### src/rtl/riscv_pkg.sv
// Pipeline-wide constants shared by the decode/execute boundary: widths, the x0 index,
// bubble field values and the EX-register update actions.
package riscv_pkg;

    localparam int XLEN     = 32;
    localparam int CSR_AW   = 12;
    localparam int REG_AW   = 5;
    localparam int ALU_OP_W = 5;

    localparam logic [REG_AW-1:0] REG_X0 = '0;

    // Write enables are active-low, so a bubble drives them high.
    localparam logic BUBBLE_WB_N      = 1'b1;
    localparam logic BUBBLE_CSR_WEN_N = 1'b1;

    typedef enum logic [1:0] {
        ACT_HOLD    = 2'd0,
        ACT_BUBBLE  = 2'd1,
        ACT_CAPTURE = 2'd2
    } ex_action_e;

endpackage

### src/rtl/load_use_detect.sv
// Combinational load-use hazard: the load in EX writes a register the ID instruction reads.
module load_use_detect
    import riscv_pkg::*;
(
    input  logic              ex_valid,
    input  logic              ex_mem_read,
    input  logic              ex_wb,
    input  logic [REG_AW-1:0] ex_rd,
    input  logic              id_valid,
    input  logic [REG_AW-1:0] id_rs1,
    input  logic [REG_AW-1:0] id_rs2,
    input  logic              id_use_rs1,
    input  logic              id_use_rs2,
    output logic              hazard
);

    logic ex_is_load_wb;
    logic src_match;

    // ex_wb is active-low; a load into x0 never produces a value worth waiting for.
    assign ex_is_load_wb = ex_valid & ex_mem_read & ~ex_wb & (ex_rd != REG_X0);
    assign src_match     = (id_use_rs1 & (id_rs1 == ex_rd)) | (id_use_rs2 & (id_rs2 == ex_rd));
    assign hazard        = ex_is_load_wb & id_valid & src_match;

endmodule

### src/rtl/id_ex_stage.sv
// ID/EX pipeline register with load-use stall, bubble counter and a flush that survives MEM stalls.
// Handshake: id_ready=1 means the ID instruction is consumed at this edge; 0 means IF/ID holds.
module id_ex_stage #(
    parameter int XLEN         = riscv_pkg::XLEN,
    parameter int CSR_AW       = riscv_pkg::CSR_AW,
    parameter int LOAD_BUBBLES = 1
) (
    input  logic                               clk,
    input  logic                               reset,
    input  logic                               id_valid,
    input  logic [XLEN-1:0]                    id_pc,
    input  logic [riscv_pkg::REG_AW-1:0]       id_rs1,
    input  logic [riscv_pkg::REG_AW-1:0]       id_rs2,
    input  logic                               id_use_rs1,
    input  logic                               id_use_rs2,
    input  logic [riscv_pkg::REG_AW-1:0]       id_rd,
    input  logic [XLEN-1:0]                    id_rs1_data,
    input  logic [XLEN-1:0]                    id_rs2_data,
    input  logic [XLEN-1:0]                    id_imm,
    input  logic [riscv_pkg::ALU_OP_W-1:0]     id_alu_op,
    input  logic                               id_wb,
    input  logic                               id_mem_read,
    input  logic                               id_mem_write,
    input  logic [CSR_AW-1:0]                  id_csr_addr,
    input  logic                               id_csr_wen,
    input  logic                               flush,
    input  logic                               mem_stall,
    output logic                               id_ready,
    output logic                               ex_valid,
    output logic [XLEN-1:0]                    ex_pc,
    output logic [riscv_pkg::REG_AW-1:0]       ex_rs1,
    output logic [riscv_pkg::REG_AW-1:0]       ex_rs2,
    output logic [riscv_pkg::REG_AW-1:0]       ex_rd,
    output logic [XLEN-1:0]                    ex_rs1_data,
    output logic [XLEN-1:0]                    ex_rs2_data,
    output logic [XLEN-1:0]                    ex_imm,
    output logic [riscv_pkg::ALU_OP_W-1:0]     ex_alu_op,
    output logic                               ex_wb,
    output logic                               ex_mem_read,
    output logic                               ex_mem_write,
    output logic [CSR_AW-1:0]                  ex_csr_addr,
    output logic                               ex_csr_wen,
    output logic [1:0]                         dbg_bubble_cnt,
    output logic                               dbg_flush_pend
);
    import riscv_pkg::*;

    // Bubbles still owed after the one loaded on the hazard edge.
    localparam logic [1:0] RELOAD = 2'(LOAD_BUBBLES - 1);

    logic       hazard;
    logic [1:0] bubble_cnt, bubble_cnt_nxt;
    logic       flush_pend, flush_pend_nxt;
    ex_action_e action;

    load_use_detect u_detect (
        .ex_valid    (ex_valid),
        .ex_mem_read (ex_mem_read),
        .ex_wb       (ex_wb),
        .ex_rd       (ex_rd),
        .id_valid    (id_valid),
        .id_rs1      (id_rs1),
        .id_rs2      (id_rs2),
        .id_use_rs1  (id_use_rs1),
        .id_use_rs2  (id_use_rs2),
        .hazard      (hazard)
    );

    assign id_ready       = ~mem_stall & ~hazard & (bubble_cnt == 2'd0) & ~(flush | flush_pend);
    assign dbg_bubble_cnt = bubble_cnt;
    assign dbg_flush_pend = flush_pend;

    always_comb begin
        action         = ACT_CAPTURE;
        bubble_cnt_nxt = bubble_cnt;
        flush_pend_nxt = flush_pend;
        if (mem_stall) begin
            action = ACT_HOLD;
            if (flush) flush_pend_nxt = 1'b1;
        end else if (flush | flush_pend) begin
            action         = ACT_BUBBLE;
            flush_pend_nxt = 1'b0;
            bubble_cnt_nxt = 2'd0;
        end else if (bubble_cnt != 2'd0) begin
            action         = ACT_BUBBLE;
            bubble_cnt_nxt = bubble_cnt - 2'd1;
        end else if (hazard) begin
            action         = ACT_BUBBLE;
            bubble_cnt_nxt = RELOAD;
        end else if (!id_valid) begin
            action = ACT_BUBBLE;
        end
    end

    always_ff @(posedge clk or negedge reset) begin
        if (!reset) begin
            bubble_cnt <= 2'd0;
            flush_pend <= 1'b0;
        end else begin
            bubble_cnt <= bubble_cnt_nxt;
            flush_pend <= flush_pend_nxt;
        end
    end

    always_ff @(posedge clk or negedge reset) begin
        if (!reset) begin
            ex_valid     <= 1'b0;
            ex_pc        <= '0;
            ex_rs1       <= REG_X0;
            ex_rs2       <= REG_X0;
            ex_rd        <= REG_X0;
            ex_rs1_data  <= '0;
            ex_rs2_data  <= '0;
            ex_imm       <= '0;
            ex_alu_op    <= '0;
            ex_wb        <= BUBBLE_WB_N;
            ex_mem_read  <= 1'b0;
            ex_mem_write <= 1'b0;
            ex_csr_addr  <= '0;
            ex_csr_wen   <= BUBBLE_CSR_WEN_N;
        end else begin
            case (action)
                ACT_BUBBLE: begin
                    ex_valid     <= 1'b0;
                    ex_pc        <= '0;
                    ex_rs1       <= REG_X0;
                    ex_rs2       <= REG_X0;
                    ex_rd        <= REG_X0;
                    ex_rs1_data  <= '0;
                    ex_rs2_data  <= '0;
                    ex_imm       <= '0;
                    ex_alu_op    <= '0;
                    ex_wb        <= BUBBLE_WB_N;
                    ex_mem_read  <= 1'b0;
                    ex_mem_write <= 1'b0;
                    ex_csr_addr  <= '0;
                    ex_csr_wen   <= BUBBLE_CSR_WEN_N;
                end
                ACT_CAPTURE: begin
                    ex_valid     <= 1'b1;
                    ex_pc        <= id_pc;
                    ex_rs1       <= id_rs1;
                    ex_rs2       <= id_rs2;
                    ex_rd        <= id_rd;
                    ex_rs1_data  <= id_rs1_data;
                    ex_rs2_data  <= id_rs2_data;
                    ex_imm       <= id_imm;
                    ex_alu_op    <= id_alu_op;
                    ex_wb        <= id_wb;
                    ex_mem_read  <= id_mem_read;
                    ex_mem_write <= id_mem_write;
                    ex_csr_addr  <= id_csr_addr;
                    ex_csr_wen   <= id_csr_wen;
                end
                default: ;
            endcase
        end
    end

endmodule
### config.mk
export PLATFORM = sky130hd
export DESIGN_NAME = id_ex_stage
export DESIGN_NICKNAME = d
export VERILOG_FILES = /design/src/rtl/riscv_pkg.sv /design/src/rtl/load_use_detect.sv /design/src/rtl/id_ex_stage.sv
export SDC_FILE = /design/constraint.sdc
export NUM_CORES = 1
export LEC_CHECK = 0
export CAP_MARGIN = 20
export CORE_UTILIZATION = 40
export CTS_CLUSTER_SIZE = 40
export DETAILED_ROUTE_END_ITERATION = 8
export GPL_TIMING_DRIVEN = 1
export PLACE_DENSITY_LB_ADDON = 0.05
export REMOVE_ABC_BUFFERS = 1
export SLEW_MARGIN = 20
export SYNTH_ARGS = -nofsm -noshare
export SYNTH_HDL_FRONTEND = slang
export SYNTH_SLANG_ARGS = --single-unit
### constraint.sdc
create_clock -name clk -period 2.75 [get_ports clk]
set_input_delay 0.55 -clock clk [delete_from_list [all_inputs] [get_ports clk]]
set_output_delay 0.55 -clock clk [all_outputs]
set_load 0.05 [all_outputs]
======== After elaboration in Yosys (flattened, before gate mapping) ========
Index checks and enable logic that the tools add are counted.
storage, ports and cells
  register bits ........................... 168
  input bits .............................. 171
  output and inout port bits .............. 169
operators by class
  add/sub/neg operators ................... 1
  equality and inequality tests ........... 5
  muxes and demuxes ....................... 25
  bitwise logic cells ..................... 16
  reductions and logical operators ........ 8
operators with widths
  cell                                                                number
  32-bit case mux with 2 select lines                                 4
  5-bit case mux with 2 select lines                                  4
  12-bit case mux with 2 select lines                                 1
  2-bit 2-to-1 mux                                                    8
  1-bit AND                                                           10
  5-bit == test                                                       2
  1-bit case mux with 2 select lines                                  5
  2-bit nonzero test                                                  3
  5-bit nonzero test                                                  1
  1-bit NOT                                                           4
  2-bit AND reduction                                                 2
  1-bit 2-to-1 mux                                                    3
  3-bit nonzero test                                                  1
  2-bit by 1-bit == test with 1-bit output, second input constant     1
  2-bit == test, second input constant                                1
  2-bit zero test                                                     1
  2-bit != test, second input constant                                1
  1-bit bitwise OR                                                    2
  2-bit by 1-bit subtractor with 2-bit output, second input constant  1

======== Longest topological paths before layout ========
  depth in word-level cells ............... 11
  gate-level depth with buffers ........... 10
  depth with buffers taken out ............ 7

======== By module ========
From an unflattened synthesis, not the netlist that was laid out.
unflattened totals
  cell total of the unflattened synthesis .. 747
  area, all modules ....................... 7248.2 sq um
by module, submodules not included
  module           times used  cells each  area an instance (sq um)  sequential area each (sq um)
  id_ex_stage      1           729         7105.6                    4206.5
  load_use_detect  1           18          142.6                     0.0

======== Least setup slack after synthesis ========
OpenSTA, ideal clock, no wires.
  kind .................................... register -> output
  from .................................... reg ex_rd[4] (netlist bit)
  to ...................................... out id_ready
  arrival time ............................ 1.815 ns
  required time ........................... 2.200 ns
  setup slack ............................. 0.385 ns
  cell stages (with the launch flop) ...... 5
  path buffers ............................ 0
  cell sequence ........................... dfrtp_1 xnor2_1 nand4_1 o22ai_2 a21oi_1
on the way
  longest elaborated chain between the ends .. 8
  elaborated cells between the ends (all ways) .. 13
  classes of those cells .................. eq/ne (2); bitwise (10); reduce/logical (1)
ends and longest elaborated chain
  element                                              line                                          RTL
  start, declared                                      id_ex_stage.sv:33                             output logic [riscv_pkg::REG_AW-1:0] ex_rd,
  start signal, assigned                               id_ex_stage.sv:144                            ex_rd <= id_rd;
  5-bit == test or 5-bit nonzero test (tied branches)  load_use_detect.sv:22, load_use_detect.sv:21
  1-bit AND, on equally long branches                  load_use_detect.sv:22, load_use_detect.sv:21
  1-bit bitwise OR or 1-bit AND (tied branches)        load_use_detect.sv:22, load_use_detect.sv:23
  1-bit AND *                                          load_use_detect.sv:23                         assign hazard = ex_is_load_wb & id_valid & src_match;
  1-bit NOT *                                          id_ex_stage.sv:69                             assign id_ready = ~mem_stall & ~hazard & (bubble_cnt == 2'd0) & ~(flush | flush_pend);
  1-bit AND * (3 in series)                            id_ex_stage.sv:69
  end, declared                                        id_ex_stage.sv:28                             output logic id_ready,
Mark *: on every way between the ends. The rest lies on a longest branch, timed or not.

======== Final worst setup path ========
  from .................................... in id_rs1[1] (netlist bit)
  to ...................................... out id_ready
on the way
  longest elaborated chain between the ends .. 8
ends and longest elaborated chain
  element                  line                   RTL
  start, declared          id_ex_stage.sv:12      input logic [riscv_pkg::REG_AW-1:0] id_rs1,
  5-bit == test            load_use_detect.sv:22  assign src_match = (id_use_rs1 & (id_rs1 == ex_rd)) | (id_use_rs2 & (id_rs2 == ex_rd));
  1-bit AND                load_use_detect.sv:22
  1-bit bitwise OR         load_use_detect.sv:22
  1-bit AND                load_use_detect.sv:23
  1-bit NOT                id_ex_stage.sv:69
  1-bit AND (3 in series)  id_ex_stage.sv:69
Every way passes these cells.

==> results.tsv <==
metric	value	unit
outcome	finished, final reports clean	
Worst EP required	2200	ps
fin area	0.0113	mm^2
height of the die	133	um
largest net degree at the start of global routing	60	
final non-filler cell total	1313	
max_slew headroom	0.606	
most frequent cell after synthesis	nand2_1	
dpl cell area	0.0106	mm^2
clock skew	9.17	ps
Largest stage delay, worst path	500	ps
Final setup viols	0	
CTS max path bufs	2	
first-pass iteration count of the detailed router	4	
distinct cell type count after synthesis	26	
first-pass GRT wire length	32200	um
FF-to-FF path depth	9	
post-CTS setup buffer count	0	
boundary pin count	340	
Placer Congestion	0.804	
fmax	408	MHz
final hold vios	0	
Layout area overhead	64.8	%
ranking of synthesized cells by instance count	nand2_1 (327), dfrtp_1 (166), o21ai_1 (162)	
CP Data Arrival Time	1900	ps
vias	6199	
Total Neg Setup Slack	0	ps
HPWL after DPL	14700	um
max-cap violations	0	
ys flop type	dfrtp_1	
capture point of the worst path	id_ready	
Routed WL per cell	15.4	um
# clock sinks	168	
Starting DRT DRC Count	282	
Final ANT Viol Nets	0	
flops & latches, synth	168	
worst setup path class	input pin to primary output	
RR Startpoint	ex_rd[1]	
placed insts	1281	
die area	0.0176	mm^2
PortBufs	339	
CORE AREA	0.0166	mm^2
EDFF count, synth	0	
fin util	0.676	
proportion of netlist area held by the largest area contributor	0.609	
post-CTS resize count	0	
WP buf/inv	2	
main area contributors after synthesis	dfrtp_1 (61%), nand2_1 (18%), o21ai_1 (12%)	
GRT overflow	0	
Inserted Diodes	0	
initial antenna violation count	0	
row count	47	
Final Max Slew Viols	0	
Hold WS	95.9	ps
Final nets	1253	
Hold Buf Count CTS	0	
Cell Area, Synth	0.00683	mm^2
RR Endpoint	ex_csr_addr[2]	
startpoint types	input pin	
sequential fraction of the synthesis area	0.616	
peak fanout along the critical path	3	
CP Capture Type	primary output	
fraction of layout cells with a size suffix above 1	0.0622	
Gate Count Post-Synth	751	
Via density	4.72	
post-synth top area cell	dfrtp_1	
H-tree levels	4	
FF-to-FF setup slack	560	ps
Clock Tree Root	clkbuf_16	
Tcrit/Tclk final	0.892	
Post-Route WL	20200	um
Clock transition at path regs	60	ps
standby leakage power	0.00456	uW
vias in the first global route	5913	
Least-Margin Pin Slew	590	ps
Mean Syn Cell Area	9.09	um^2
Synth async-reset ratio	1.00	
Stages on worst setup path	6	
CTS Buf Count	17	
warnings from Yosys	0	
worst hold path type	input pin to async pin	
Initial Util	0.410	
critical path's slowest cell	clkdlybuf4s50_1	
Pwr Density	559	mW/mm^2
drc violations	0	
Max rail drop VDD	0.442	mV
die width	133	um
Top delay family on crit path	buffers and inverters	
Worst-Skew Late Latency	430	ps
CTS tree	built	
RSZ-0062 raised after global routing	no	
Final min period	2450	ps
worst path cell trace	clkdlybuf4s50_1 > xnor2_1 > nand4_1 > o22ai_2 > a21oi_1 > buf_4	
CP startpoint	id_rs1[1]	
total track usage	0.237	
[flip-flops by register name (all words and copies together) (netlist names), 5 cells and up]
signal / cells
ex_pc: 32
ex_alu_op: 5
ex_rs1_data: 32
ex_rd: 5
ex_rs2_data: 32
ex_rs2: 5
ex_imm: 32
ex_rs1: 5
ex_csr_addr: 12
[placed cells by master (no fill, tap or decap), types with 2 or more instances in the layout]
cell             Yosys  layout
nor2_1               2       2
bufinv_16            0       4
nor3b_1              2       2
clkdlybuf4s50_1      0     337
dfrtp_1            166     166
buf_12               0      16
a21oi_1              4       4
inv_6                0       3
inv_1                2       2
nor2b_1              2       2
o21ai_1            162     162
dfstp_2              2       2
nand2_1            327     327
buf_4                0      11
clkinv_2             0       4
clkbuf_16            0      17
nand4_1              2       2
clkinv_4             0       3
o21bai_1             2       2
xnor2_1             10      10
[area by class of cell]
| class | instances | area (um^2) |
|---|---|---|
| well taps | 220 | 275 |
| clock inverters | 15 | 200 |
| fillers | 1382 | 5390 |
| clock buffers | 17 | 425 |
| flip-flops and latches | 168 | 4210 |
| repair buffers | 365 | 3790 |
| inverters | 2 | 7.51 |
| multi-input cells | 526 | 2350 |
[worst min-delay path by stage]
stage          cells after the start        from  slack, ps                 to
3_3_place_gp                       2  ex_csr_wen        470         ex_csr_wen
6_report                           1       reset        100    ex_rs2_data[17]
3_5_place_dp                       2       ex_wb        470              ex_wb
2_1_floorplan                      0       reset        250  dbg_bubble_cnt[0]
5_1_grt                            1       reset        130    ex_rs2_data[17]
4_1_cts                            1       reset        110    ex_rs2_data[17]
[logic make-up after synthesis]
kind of cell,count (synthesis),synth area share
buf+inv,57,0.0412
mux,1,0.00165
simple gates,341,0.195
xor+xnor,10,0.0128
flops,168,0.616
compound gates,172,0.130
fa+ha+maj,2,0.00367
[per-stage QoR]
step / worst slack [ps] / total power (uW)
floorplan: -4120 / 3170
global placement: 80.3 / 3810
detailed placement: 23.2 / 3820
CTS: 295 / 6360
global route: 186 / 6540
finish: 297 / 6300
[power breakdown]
part	total, uW	switching, uW	leakage [uW]	internal [uW]
combinational	1160	664	0.00193	500
clock	2530	1000	0.000308	1530
sequential	2600	48.8	0.00232	2550
[routing by layer]
metal / vias to the layer above / wire length (um) / GRT usage
met5: - / 0 / 0
met2: 231 / 9700 / 0.389
met4: 0 / 504 / 0.0920
met1: 2861 / 8160 / 0.284
li1: 3076 / - / -
met3: 31 / 1830 / 0.0885
Power figures use the tool's default switching activity.
